--- config.mk ---
export PLATFORM = sky130hd
export DESIGN_NAME = string_accel_avalon
export DESIGN_NICKNAME = d
export VERILOG_FILES = /design/src/rtl/string_accel_pkg.sv /design/src/rtl/string_accel_avalon_string_byte_alu.sv /design/src/rtl/string_accel_avalon.sv
export SDC_FILE = /design/constraint.sdc
export NUM_CORES = 1
export LEC_CHECK = 0
export BUFFER_PORTS_ARGS = -buffer_cell sky130_fd_sc_hd__buf_4
export CAP_MARGIN = 0
export CORE_MARGIN = 2
export CORE_UTILIZATION = 40
export CTS_CLUSTER_DIAMETER = 60
export DETAILED_ROUTE_END_ITERATION = 8
export PLACE_DENSITY_LB_ADDON = 0.25
export SLEW_MARGIN = 20
export SYNTH_ARGS = -nofsm -noshare
export SYNTH_HDL_FRONTEND = slang
export SYNTH_SLANG_ARGS = --single-unit
--- constraint.sdc ---
create_clock -name i_clk -period 4.21 [get_ports i_clk]
set_clock_uncertainty 0.1 [all_clocks]
set_input_delay 0.421 -clock i_clk [delete_from_list [all_inputs] [get_ports i_clk]]
set_output_delay 0.421 -clock i_clk [all_outputs]
set_load 0.02 [all_outputs]
--- src/rtl/string_accel_pkg.sv ---
// Shared types, CTRL field positions and character-class helpers for string_accel_avalon.
package string_accel_pkg;

    typedef logic [7:0] byte_t;

    typedef enum logic [2:0] {
        OP_CMP    = 3'd0,
        OP_UPPER  = 3'd1,
        OP_LOWER  = 3'd2,
        OP_STRLEN = 3'd3,
        OP_TOGGLE = 3'd4
    } op_e;

    typedef enum logic [1:0] {
        IDLE,
        RUN,
        DONE
    } state_e;

    localparam int unsigned CTRL_DONE    = 0;
    localparam int unsigned CTRL_GO      = 1;
    localparam int unsigned CTRL_OP_LSB  = 2;
    localparam int unsigned CTRL_OP_MSB  = 4;
    localparam int unsigned CTRL_IRQ_EN  = 5;
    localparam int unsigned CTRL_ERR     = 6;
    localparam int unsigned CTRL_LEN_LSB = 8;
    localparam int unsigned CTRL_LEN_MSB = 15;

    function automatic logic is_lower(byte_t b);
        return (b >= 8'h61) && (b <= 8'h7a);
    endfunction

    function automatic logic is_upper(byte_t b);
        return (b >= 8'h41) && (b <= 8'h5a);
    endfunction

endpackage

--- src/rtl/string_accel_avalon_string_byte_alu.sv ---
// Combinational per-byte operation: case conversion, equality and NUL detection.
module string_byte_alu
    import string_accel_pkg::*;
(
    input  byte_t      i_a,
    input  byte_t      i_b,
    input  logic [2:0] i_op,
    output byte_t      o_r,
    output logic       o_mismatch,
    output logic       o_is_nul
);

    always_comb begin
        o_r = i_a;
        case (i_op)
            OP_UPPER:  if (is_lower(i_a)) o_r = i_a ^ 8'h20;
            OP_LOWER:  if (is_upper(i_a)) o_r = i_a ^ 8'h20;
            OP_TOGGLE: if (is_lower(i_a) || is_upper(i_a)) o_r = i_a ^ 8'h20;
            default:   o_r = i_a;
        endcase
    end

    assign o_mismatch = (i_a != i_b);
    assign o_is_nul   = (i_a == 8'h00);

endmodule

--- src/rtl/string_accel_avalon.sv ---
// Avalon-MM string accelerator: A/B/R byte buffers, CTRL/SCALAR registers, byte-serial FSM.
// Optional level interrupt output o_irq when STRING_ACCEL_IRQ_EN is defined.
module string_accel_avalon
    import string_accel_pkg::*;
#(
    parameter int unsigned  MAX_WORDS = 4,
    localparam int unsigned MAX_BYTES = 4 * MAX_WORDS,
    localparam int unsigned ADDR_W    = $clog2(3 * MAX_WORDS + 2)
) (
    input  logic              i_clk,
    input  logic              i_reset,
    input  logic              i_chipselect,
    input  logic [ADDR_W-1:0] i_address,
    input  logic              i_write,
    input  logic [31:0]       i_writedata,
    input  logic              i_read,
    output logic [31:0]       o_readdata
`ifdef STRING_ACCEL_IRQ_EN
    ,
    output logic              o_irq
`endif
);

    localparam int unsigned BW          = $clog2(MAX_BYTES);
    localparam int unsigned IW          = $clog2(MAX_BYTES + 1);
    localparam int unsigned A_BASE      = 0;
    localparam int unsigned B_BASE      = MAX_WORDS;
    localparam int unsigned CTRL_ADDR   = 2 * MAX_WORDS;
    localparam int unsigned SCALAR_ADDR = 2 * MAX_WORDS + 1;
    localparam int unsigned R_BASE      = 2 * MAX_WORDS + 2;

    state_e      r_state, w_state_d;
    byte_t       r_a [MAX_BYTES];
    byte_t       r_b [MAX_BYTES];
    byte_t       r_r [MAX_BYTES];
    logic [2:0]  r_op;
    logic [7:0]  r_length;
    logic        r_err;
    logic [31:0] r_scalar;
    logic [BW-1:0] r_idx;
    logic [31:0] r_readdata;

    logic [31:0] w_addr;
    logic        w_wr, w_rd, w_ctrl_wr, w_go, w_irq_en;
    logic        w_start, w_step, w_finish, w_err_val;
    logic [31:0] w_scalar_val, w_rdata, w_ctrl;
    logic [IW-1:0] w_nul_idx, w_n;
    logic        w_last, w_case_op, w_reserved;
    byte_t       w_alu_r;
    logic        w_alu_mismatch, w_alu_nul;

`ifdef STRING_ACCEL_IRQ_EN
    logic r_irq_en;
    assign w_irq_en = r_irq_en;
    assign o_irq    = (r_state == DONE) & r_irq_en;
`else
    assign w_irq_en = 1'b0;
`endif

    assign w_addr     = 32'(i_address);
    assign w_wr       = i_chipselect & i_write;
    assign w_rd       = i_chipselect & i_read;
    assign w_ctrl_wr  = w_wr && (w_addr == CTRL_ADDR);
    assign w_go       = i_writedata[CTRL_GO];
    assign w_case_op  = (r_op == OP_UPPER) || (r_op == OP_LOWER) || (r_op == OP_TOGGLE);
    assign w_reserved = (r_op > 3'd4);

    // Effective length: explicit length capped at buffer size, or first NUL in A.
    always_comb begin
        w_nul_idx = IW'(MAX_BYTES);
        for (int k = MAX_BYTES - 1; k >= 0; k--) begin
            if (r_a[k] == 8'h00) w_nul_idx = IW'(k);
        end
    end

    assign w_n    = (r_length == 8'd0) ? w_nul_idx :
                    (32'(r_length) > MAX_BYTES) ? IW'(MAX_BYTES) : IW'(r_length);
    assign w_last = (IW'(r_idx) + IW'(1)) == w_n;

    string_byte_alu u_alu (
        .i_a        (r_a[r_idx]),
        .i_b        (r_b[r_idx]),
        .i_op       (r_op),
        .o_r        (w_alu_r),
        .o_mismatch (w_alu_mismatch),
        .o_is_nul   (w_alu_nul)
    );

    always_ff @(posedge i_clk) begin
        if (i_reset) r_state <= IDLE;
        else         r_state <= w_state_d;
    end

    always_comb begin
        w_state_d    = r_state;
        w_start      = 1'b0;
        w_step       = 1'b0;
        w_finish     = 1'b0;
        w_err_val    = 1'b0;
        w_scalar_val = '0;
        unique case (r_state)
            IDLE: begin
                if (w_ctrl_wr && w_go) begin
                    w_start   = 1'b1;
                    w_state_d = RUN;
                end
            end
            RUN: begin
                if (w_ctrl_wr && !w_go) begin
                    w_state_d = IDLE;
                end else if (w_reserved) begin
                    w_finish  = 1'b1;
                    w_err_val = 1'b1;
                    w_state_d = DONE;
                end else if (w_n == '0) begin
                    w_finish     = 1'b1;
                    w_scalar_val = (r_op == OP_CMP) ? 32'd1 : 32'd0;
                    w_state_d    = DONE;
                end else begin
                    w_step = 1'b1;
                    if (r_op == OP_CMP && w_alu_mismatch) begin
                        w_finish  = 1'b1;
                        w_state_d = DONE;
                    end else if (r_op == OP_STRLEN && w_alu_nul) begin
                        w_finish     = 1'b1;
                        w_scalar_val = 32'(r_idx);
                        w_state_d    = DONE;
                    end else if (w_last) begin
                        w_finish     = 1'b1;
                        w_scalar_val = (r_op == OP_CMP) ? 32'd1 : 32'(w_n);
                        w_state_d    = DONE;
                    end
                end
            end
            DONE: begin
                if (w_ctrl_wr) begin
                    w_start   = w_go;
                    w_state_d = w_go ? RUN : IDLE;
                end
            end
            default: w_state_d = IDLE;
        endcase
    end

    always_ff @(posedge i_clk) begin
        if (i_reset) begin
            for (int unsigned k = 0; k < MAX_BYTES; k++) begin
                r_a[k] <= '0;
                r_b[k] <= '0;
                r_r[k] <= '0;
            end
            r_op     <= '0;
            r_length <= '0;
            r_err    <= 1'b0;
            r_scalar <= '0;
            r_idx    <= '0;
`ifdef STRING_ACCEL_IRQ_EN
            r_irq_en <= 1'b0;
`endif
        end else begin
            if (w_wr && r_state != RUN) begin
                for (int unsigned k = 0; k < MAX_WORDS; k++) begin
                    for (int unsigned j = 0; j < 4; j++) begin
                        if (w_addr == A_BASE + k) r_a[4*k+j] <= i_writedata[31-8*j -: 8];
                        if (w_addr == B_BASE + k) r_b[4*k+j] <= i_writedata[31-8*j -: 8];
                    end
                end
            end
            if (w_start) begin
                r_op     <= i_writedata[CTRL_OP_MSB:CTRL_OP_LSB];
                r_length <= i_writedata[CTRL_LEN_MSB:CTRL_LEN_LSB];
                r_err    <= 1'b0;
                r_scalar <= '0;
                r_idx    <= '0;
                for (int unsigned k = 0; k < MAX_BYTES; k++) r_r[k] <= '0;
`ifdef STRING_ACCEL_IRQ_EN
                r_irq_en <= i_writedata[CTRL_IRQ_EN];
`endif
            end
            if (w_step) begin
                r_idx <= r_idx + BW'(1);
                if (w_case_op) r_r[r_idx] <= w_alu_r;
            end
            if (w_finish) begin
                r_scalar <= w_scalar_val;
                r_err    <= w_err_val;
            end
        end
    end

    always_comb begin
        w_ctrl                              = '0;
        w_ctrl[CTRL_DONE]                   = (r_state == DONE);
        w_ctrl[CTRL_GO]                     = (r_state != IDLE);
        w_ctrl[CTRL_OP_MSB:CTRL_OP_LSB]     = r_op;
        w_ctrl[CTRL_IRQ_EN]                 = w_irq_en;
        w_ctrl[CTRL_ERR]                    = r_err;
        w_ctrl[CTRL_LEN_MSB:CTRL_LEN_LSB]   = r_length;
    end

    always_comb begin
        w_rdata = '0;
        for (int unsigned k = 0; k < MAX_WORDS; k++) begin
            if (w_addr == A_BASE + k) w_rdata = {r_a[4*k], r_a[4*k+1], r_a[4*k+2], r_a[4*k+3]};
            if (w_addr == B_BASE + k) w_rdata = {r_b[4*k], r_b[4*k+1], r_b[4*k+2], r_b[4*k+3]};
            if (w_addr == R_BASE + k) w_rdata = {r_r[4*k], r_r[4*k+1], r_r[4*k+2], r_r[4*k+3]};
        end
        if (w_addr == CTRL_ADDR)   w_rdata = w_ctrl;
        if (w_addr == SCALAR_ADDR) w_rdata = r_scalar;
    end

    // Read data comes from current state, so a same-cycle write is not visible yet.
    always_ff @(posedge i_clk) begin
        if (i_reset)   r_readdata <= '0;
        else if (w_rd) r_readdata <= w_rdata;
    end

    assign o_readdata = r_readdata;

endmodule

==> run_results.csv <==
group,metric,value,unit
logic_synthesis,ys_async_sr_fraction,0,%
logic_synthesis,synth_nets,1809,
floorplan,num_rows,83,
logic_synthesis,synth_edf_count,384,
logic_synthesis,syn_avg_cell_area,11.8,um2
timing,maxSlewHeadroom,28.3,%
timing,final_period_minus_worst_setup_slack,4000,ps
clock_tree,cts_tree,"yes",
critical_path,required,4380,ps
logic_synthesis,yosys_warnings,0,
cells_and_area,syn_to_final_growth,16.0,%
detailed_routing,drcViolationCount,0,
power,p_leak,8.39,nW
detailed_routing,first_iter_violations,2865,
hold_path,hold_path_class,"in2reg",
grt,grt_pass1_wl,113,mm
clock_tree,cts-buffers-inserted,50,
critical_path,worstSetupEndpointType,"flip-flop",
logic_synthesis,synthFlopType,"edfxtp_1",
cells_and_area,multi_input_area,7460,um2
clock_tree,clk_path_buf_depth,3,
detailed_routing,vias_per_cell,6.40,
floorplan,die_x,232,um
critical_path,path_common_cell,"nand2_1",
critical_path,worst-path-max-fanout,8,
floorplan,start_util,40.4,%
outcome,status,"complete, no violations",
timing,hold_viol_final,0,
logic_synthesis,synth_area_leader_cell,"edfxtp_1",
timing,tightest_slew,1070,ps
logic_synthesis,synthCells,1764,
logic_synthesis,yosysMostFrequentCell,"edfxtp_1",
logic_synthesis,synth.distinct_cells,65,
clock_tree,htree_levels,2,
logic_synthesis,synth_top_area_share,55.6,%
job,cap_viol_max_count,0,
detailed_routing,dr.pass1.iters,7,
floorplan,die_area,53700,um2
grt,grt_max_degree,67,
logic_synthesis,synth_seq_cells,443,
clock_tree,cts-root-buf,"clkbuf_16",
placement,dpl.hpwl,58.2,mm
logic_synthesis,netlist_top_cells_area,"edfxtp_1, mux4_2, nor2_1, dfxtp_1, a22oi_1",
logic_synthesis,syn_area,20700,um2
timing,slew_violations,0,
logic_synthesis,ys_top_cells_by_count,"edfxtp_1, nor2_1, nand2_1",
timing,fin_setup_tns,0,ps
timing,setup_viol,0,
cells_and_area,post-route-util,46.9,%
critical_path,crit_type,"reg2reg",
critical_path,cp.buffers_inverters,1,
detailed_routing,wl,80.5,mm
detailed_routing,vias,16500,
grt,overflow,0,
timing,fmax,250,MHz
detailed_routing,drtAntennaViolNets,0,
hold_path,worstHoldPathCells,3,
cells_and_area,nFillCells,4751,
power,powerDensity,434,nW/um2
critical_path,critPathTopFamily,"simple AND/OR/NAND/NOR gates",
critical_path,arrival,4170,ps
timing,grt_setup_unrepaired,"false",
cells_and_area,seqCellArea,12700,um2
critical_path,slowest_delay,550,ps
cells_and_area,drive_gt1_share,17.8,%
clock_tree,post-cts-setup-buffers,0,
logic_synthesis,synth-seq-area-share,61.3,%
detailed_routing,wl_per_cell,31.2,um
clock_tree,clkTransAtPathRegs,60,ps
clock_tree,cts.sinks,443,
critical_path,worst-path-stages,11,
cells_and_area,nets,1903,
cells_and_area,num_antenna_cells,0,
floorplan,fp.coreArea,51300,um2
critical_path,start_kind,"flip-flop",
grt,grt_pass1_vias,15500,
timing,fin_crit_sh,95.1,%
clock_tree,clk_latency,620,ps
power,ir_drop,0.293,mV
placement,gp_congestion,0.983,
floorplan,io_pins,73,
grt,grtUsageTotal,29.8,%
critical_path,slowest_stage,"or4_1",
grt,antenna_found_initial,0,
critical_path,crit_chain,"or4_1 > nor2_2 > o211ai_1 > a211oi_1 > o21bai_1 > a31oi_1 > nand3_1 > buf_4 > nor3b_2 > nand2_1 > nand2_1",
critical_path,reg2reg_depth,11,
floorplan,die_h,232,um
placement,numPortBuffers,72,
==> power breakdown <==
group	internal [W]	switching (W)	leakage, nW	total [W]
sequential	0.00502	0.000212	4.21	0.00524
clock	0.00250	0.00182	0.793	0.00432
combinational	0.000272	0.000600	3.38	0.000873
==> layout by cell type (no fill, tap or decap), drive strengths merged, types with 3 or more instances in the layout <==
cell,instances
a22o,21
nand2,147
mux2,3
edfxtp,384
o211ai,5
nor2,358
nor3b,5
mux2i,6
o21ai,71
a221oi,10
a221o,3
nor2b,9
inv,44
ha,4
clkinv,13
nor4,34
buf,162
nor3,13
a211oi,21
a21o,5
mux4,64
or3,6
or4,8
nand3,54
dfxtp,59
clkbuf,73
nand2b,45
xor2,9
a22oi,75
xnor2,4
and3,4
and2,9
nand4,8
a21oi,61
a222oi,41
a31oi,23
or2,5
==> per-stage QoR <==
| step | cells | total power [W] | hold slack [ps] | setup slack (ps) | area [um2] |
|---|---|---|---|---|---|
| after global placement | 2486 | 0.00615 | 336 | 172 | 22400 |
| after CTS | 2578 | 0.0104 | 74.6 | 7.77 | 24000 |
| after detailed placement | 2486 | 0.00616 | 345 | 47.9 | 22400 |
| after floorplan | 1764 | 0.00565 | 350 | 836 | 20700 |
| after global routing | 2578 | 0.0107 | 146 | 61.8 | 24000 |
| final | 2578 | 0.0104 | 102 | 205 | 24000 |
==> sequential cells by signal, indices dropped and copies added (netlist names), named ones only <==
name	count
r_length	8
r_op	3
r_b	128
r_idx	4
r_state	2
r_err	1
o_readdata	32
r_scalar	5
r_a	128
r_r	128
==> cells by family (layout without fill, tap and decap cells) <==
family | count (synthesis) | count (layout) | share of synthesized area, %
mux | 73 | 73 | 7.40
compound gates | 357 | 357 | 12.0
flops | 443 | 443 | 61.3
simple gates | 714 | 714 | 15.4
xor+xnor | 13 | 13 | 0.549
fa+ha+maj | 4 | 4 | 0.241
buf+inv | 160 | 294 | 3.07
==> layout make-up <==
cell class	count	area share [%]
well taps	680	3.54
inverters	40	0.624
repair buffers	162	5.21
multi-input cells	1161	31.0
clock buffers	73	5.98
flip-flops and latches	443	52.9
clock inverters	19	0.692
==> worst register-to-register path, delay by kind of cell, from the launching register on <==
kind | cells | cell delay [ps]
compound gates | 4 | 1050
buf+inv | 1 | 230
flops | 1 | 420
simple gates | 6 | 1860
==> what timing repair did <==
item / 4_1_cts / 5_1_grt
endpoints found under the setup margin: 0 / 67
hold endpoints to repair: 0 / 0
hold buffers: 0 / 0
gates resized for setup: 0 / 3
==> per-layer routing <==
layer  GRT usage [%]  share of wire, %  vias up
li1                -                 -     6863
met1            41.9                39     8283
met2            45.2                45     1217
met3            6.63                12      149
met4            11.3               3.8        0
met5               0                 0        -
==> path summary, 6_finish.rpt <==
path / from / endpoint / slack, ps
setup reg to reg: r_a[14][5] / r_r[6][4] / 210
setup / recovery: r_a[14][5] / r_r[6][4] / 210
hold / removal: i_writedata[1] / r_state[0] / 100
hold reg to reg: o_readdata[17] / o_readdata[17] / 350
Note: power is estimated with default switching activity, not from simulation.
